## config.mk

```make
export PLATFORM = sky130hd
export DESIGN_NAME = memory_address_unit
export DESIGN_NICKNAME = d
export VERILOG_FILES = /design/src/rtl/memory_address_unit.sv
export SDC_FILE = /design/constraint.sdc
export NUM_CORES = 1
export LEC_CHECK = 0
export BUFFER_PORTS_ARGS = -buffer_cell sky130_fd_sc_hd__buf_2
export CORE_MARGIN = 1
export CORE_UTILIZATION = 50
export CTS_CLUSTER_SIZE = 40
export DETAILED_ROUTE_END_ITERATION = 10
export HOLD_SLACK_MARGIN = 0.08
export PLACE_DENSITY = 0.76
export SKIP_LAST_GASP = 1
export SYNTH_ARGS = -nofsm -noshare
export SYNTH_HDL_FRONTEND = slang
export SYNTH_SLANG_ARGS = --single-unit
```

## constraint.sdc

```tcl
create_clock -name clk -period 2.1 [get_ports clk]
set_input_delay 0.21 -clock clk [delete_from_list [all_inputs] [get_ports clk]]
set_output_delay 0.21 -clock clk [all_outputs]
set_load 0.1 [all_outputs]
```

## src/rtl/memory_address_unit.sv

```systemverilog
// Memory address register loaded from a narrow CPU bus (optionally in two halves),
// with inc/dec, wrap pulse and a front-panel manual override mux.
module memory_address_unit #(
   parameter int ADDR_W = 8,
   parameter int BUS_W  = 4
) (
   input  logic              clk,
   input  logic              rst,
   input  logic              load_lo,
   input  logic              load_hi,
   input  logic              inc,
   input  logic              dec,
   input  logic              manual_mode,
   input  logic [ADDR_W-1:0] manual_switches,
   input  logic [BUS_W-1:0]  bus,
   output logic [ADDR_W-1:0] address,
   output logic              wrap,
   output logic              half_pending
);

   localparam bit SPLIT = (ADDR_W > BUS_W);

   typedef enum logic {IDLE, HALF} state_t;

   state_t            state;
   logic [ADDR_W-1:0] cont_addr;
   logic [BUS_W-1:0]  staged_lo;
   logic              wrap_q;

   always_ff @(posedge clk or posedge rst) begin
      if (rst) begin
         state     <= IDLE;
         cont_addr <= '0;
         staged_lo <= '0;
         wrap_q    <= 1'b0;
      end else if (manual_mode) begin
         state  <= IDLE;
         wrap_q <= 1'b0;
      end else begin
         wrap_q <= 1'b0;
         if (SPLIT && state == HALF && load_hi) begin
            // Truncating {bus, staged_lo} keeps only the bus bits that fit above the low part.
            cont_addr <= ADDR_W'({bus, staged_lo});
            state     <= IDLE;
         end else if (load_lo) begin
            if (SPLIT) begin
               staged_lo <= bus;
               state     <= HALF;
            end else begin
               cont_addr <= ADDR_W'(bus);
            end
         end else if (inc && !dec) begin
            cont_addr <= cont_addr + 1'b1;
            wrap_q    <= (cont_addr == '1);
         end else if (dec && !inc) begin
            cont_addr <= cont_addr - 1'b1;
            wrap_q    <= (cont_addr == '0);
         end
      end
   end

   always_comb begin
      address      = manual_mode ? manual_switches : cont_addr;
      wrap         = wrap_q && !manual_mode;
      half_pending = (state == HALF);
   end

endmodule

```

==> run summary <==
The run finished with clean final reports. The HPWL after detailed placement is 2260 um. After synthesis, the mean cell area works out to 8.61 um^2. In this run the tightest slew margin relative to its limit is between 60 and 70%. The portion of the clock cycle consumed by the worst path in the final layout is 88.4%. The maximum clock frequency is 0.539 GHz.

The reported max-cap violation count is 0. Entering global routing, the biggest net connects 15 pins. The largest clock skew in the final design is 0.00728 ns. For this run, design rule violations remaining after detail routing come to 0. The fill cell total of the finished layout is 184. The number of buffers added by the clock tree synthesis step came out at 3. In the post-synthesis netlist, the cell with the most instances is dfrtp_1. The largest buffer count on any clock path is 2. The detail-routed via count per cell is 6.03. In this run the tool buffered the top-level ports with 28 buffer cells. The share of power burned in combinational logic is 61.7%. The final critical path time including I/O delays and setup is approximately 1.9 ns. The clock group share of total power came out at 10.7%. The vertical extent of the die came out at just under 50 um. Buffers added to address setup during post-CTS repair amount to 0. The sum of negative setup slack is 0 ns. Synthesis produced a netlist whose cell count is 132.

After synthesis, the share of flip-flops with an asynchronous set or reset is between 90% and 100%. The initial cell density of the core is between 50 and 60%. The final count of pins violating max slew came out at 0. The worst setup path is captured at a flop. The number of storage elements in the synthesis netlist is 14. The critical path start-end classification is reg -> reg. The antenna diode instance count came out at 0.

The area growth from synthesis to final layout is 20.0%. The final hold slack came out at approximately 0.14 ns. The library cell with the largest summed area after synthesis is dfrtp_1. The analysis attributes to net switching a power of around 0.00096 W. The area share of the leading cell type in the synthesized netlist came out at between 30% and 40%. After the first detailed-routing iteration, the DRC count stood at 47. For this design, the sink count on the clock tree is 14.

In the synthesized netlist, the cells that appear most often are dfrtp_1, nor2_1, mux2_2, nand2_1, a21oi_1. The placer's final routability congestion estimate came out at roughly 0.9. The count of antenna-violating nets left after detailed routing is 0.

The number of global-route vias before repair came out at 1108. For the worst setup path, the data arrival time is between 2 and 2.5 ns. VDD sags by at most 804 uV.

The clock latency reported for the late side of the worst-skew pair is between 0.2 and 0.3 ns. Clock-pin slew was measured on the worst setup and hold paths at 0.09 ns. The number of enable-type register cells in the synthesized netlist came out at 0.

At the pin with the least slew margin, the transition time is around 0.54 ns. The power per unit of standard cell area came out at between 1000 and 1500 nW/um^2. The sequential-to-total area share from yosys stat came out at 30.8%.

At the end of the flow, the number of nets in the layout was 188. The clock tree from TritonCTS is done. The setup-violating endpoint count in the final report is 0. The share of power burned in registers came out at 27.6%. The first detailed-routing pass took 4 iterations. The required time at the worst-slack endpoint came out at about 2.3 ns. The total routing resource utilization after global routing came out at 25.9%.

The internal power came out at about 0.00084 W. The total nets after synthesis came out at 156. The first-pass GRT wire length is 4800 um. The core utilization of the finished layout came out at 66.8%. The aggregate global routing overflow is 0. Summing every instance area after synthesis gives around 1100 um^2. The final hold violation count is 0. The total die area is around 2500 um^2. Setup repair after global routing left no endpoint under its margin. For this run, the leading register cell type out of synthesis is dfrtp_1.

The number of antenna violations at the first check in global routing came out at 0. The number of synthesis warnings is 0. The worst hold path belongs to the class in -> reg. After routing the design area is 1360 um^2. The static leakage is roughly 0.6 nW.

The average wire per standard cell came out at 15.3 um. The cell area after placement is 1320 um^2. The switching share of power is 53.3%. The wire length reported by the detailed router is 2910 um. The standard-cell row count is 16. The worst setup path is launched from a flop.

The overall power of the completed layout came out at 0.00181 W. In this run the number of H-tree levels came out at 1. Of all nets on the critical path, the largest fanout is 8.

Clock tree synthesis selected as its root buffer the cell clkbuf_4. The area of the core came out at ~2000 um^2. The number of distinct library cells after synthesis is 44. The fraction of final layout cells with drive strength greater than 1 is 34.4%. The via count is approximately 1100. Yosys attributes the largest share of cell area to dfrtp_1, mux2_2, ha_1, nor2_1, a21oi_1.

Measured along the x axis, the die boundary spans ~50 um. For this design the top-level I/O count stands at 29.
-- flip-flops by register name (all words and copies together), names as in the netlist --
register,flops
cont_addr,8
half_pending,1
staged_lo,4
wrap_q,1
-- critical path, cell delays in order, from the launching register on --
cell and delay [ns]:
dfrtp_2 0.44, a21boi_1 0.24, a311o_1 0.37, buf_4 0.21
nor3_1 0.05, o21ai_0 0.08, or3b_1 0.35
-- per-layer routing --
metal / up-vias / GRT usage (%) / part of all wire (%)
li1: 557 / - / -
met5: - / 0 / 0
met1: 533 / 30.7 / 41
met3: 8 / 5.86 / 7.3
met4: 0 / 8.57 / 3.3
met2: 47 / 45.5 / 49
-- logic make-up (layout without fill, tap and decap cells) --
kind of cell,Yosys count,after routing,synth area share [%]
fa+ha+maj,5,5,5.51
flops,14,14,30.8
mux,13,13,12.8
buf+inv,12,43,5.29
simple gates,49,49,21.4
compound gates,35,35,21.1
xor+xnor,4,4,3.08
-- cells in the final DEF, fill, tap and decap left out, drive strengths merged, types with 3 or more instances in the layout --
| cell type | count |
|---|---|
| ha | 5 |
| mux2 | 12 |
| nand2 | 12 |
| nor2 | 13 |
| dfrtp | 14 |
| a31oi | 3 |
| o21ai | 6 |
| or3 | 3 |
| inv | 3 |
| clkbuf | 4 |
| a21oi | 9 |
| nor3 | 6 |
| and3 | 3 |
| buf | 35 |
| xnor2 | 3 |
-- power by group through the flow --
stage	sequential (W)	clock, W	combinational, W
6_report	0.000500	0.000193	0.00112
3_3_place_gp	0.000491	0	0.00109
2_1_floorplan	0.000431	0	0.000928
3_5_place_dp	0.000497	0	0.00111
5_1_grt	0.000508	0.000207	0.00121
4_1_cts	0.000491	0.000194	0.00112
-- through the flow --
step                      cells  setup slack, ns
after global routing        190            0.136
after global placement      185           0.0920
after detailed placement    185           0.0368
after CTS                   190            0.254
final                       190            0.244
after floorplan             132            0.117
-- cell type report --
cell class,count,area [um^2],share of cell area [%]
Timing Repair Buffer,36,203,14.9
Tap cell,27,33.8,2.48
Sequential cell,14,352,25.8
Multi-Input combinational cell,106,726,53.2
Clock buffer,4,36.3,2.66
Inverter,3,13.8,1.01
-- final timing paths --
check | from | endpoint | slack (ns) | depth (start not counted)
min reg2reg | staged_lo[0] | staged_lo[0] | 0.53 | 1
max reg2reg | half_pending | cont_addr[4] | 0.24 | 6
max | half_pending | cont_addr[4] | 0.24 | 6
min | load_lo | wrap_q | 0.14 | 2
max in group asynchronous | rst | half_pending | 1.21 | 3
min in group asynchronous | rst | cont_addr[0] | 0.51 | 3
-- repair_timing --
item	4_1_cts	5_1_grt
resized for setup	0	0
hold buffers	1	0
setup endpoints to repair	0	0
endpoints found under the hold margin	14	0
(Power assumes the default switching activity.)
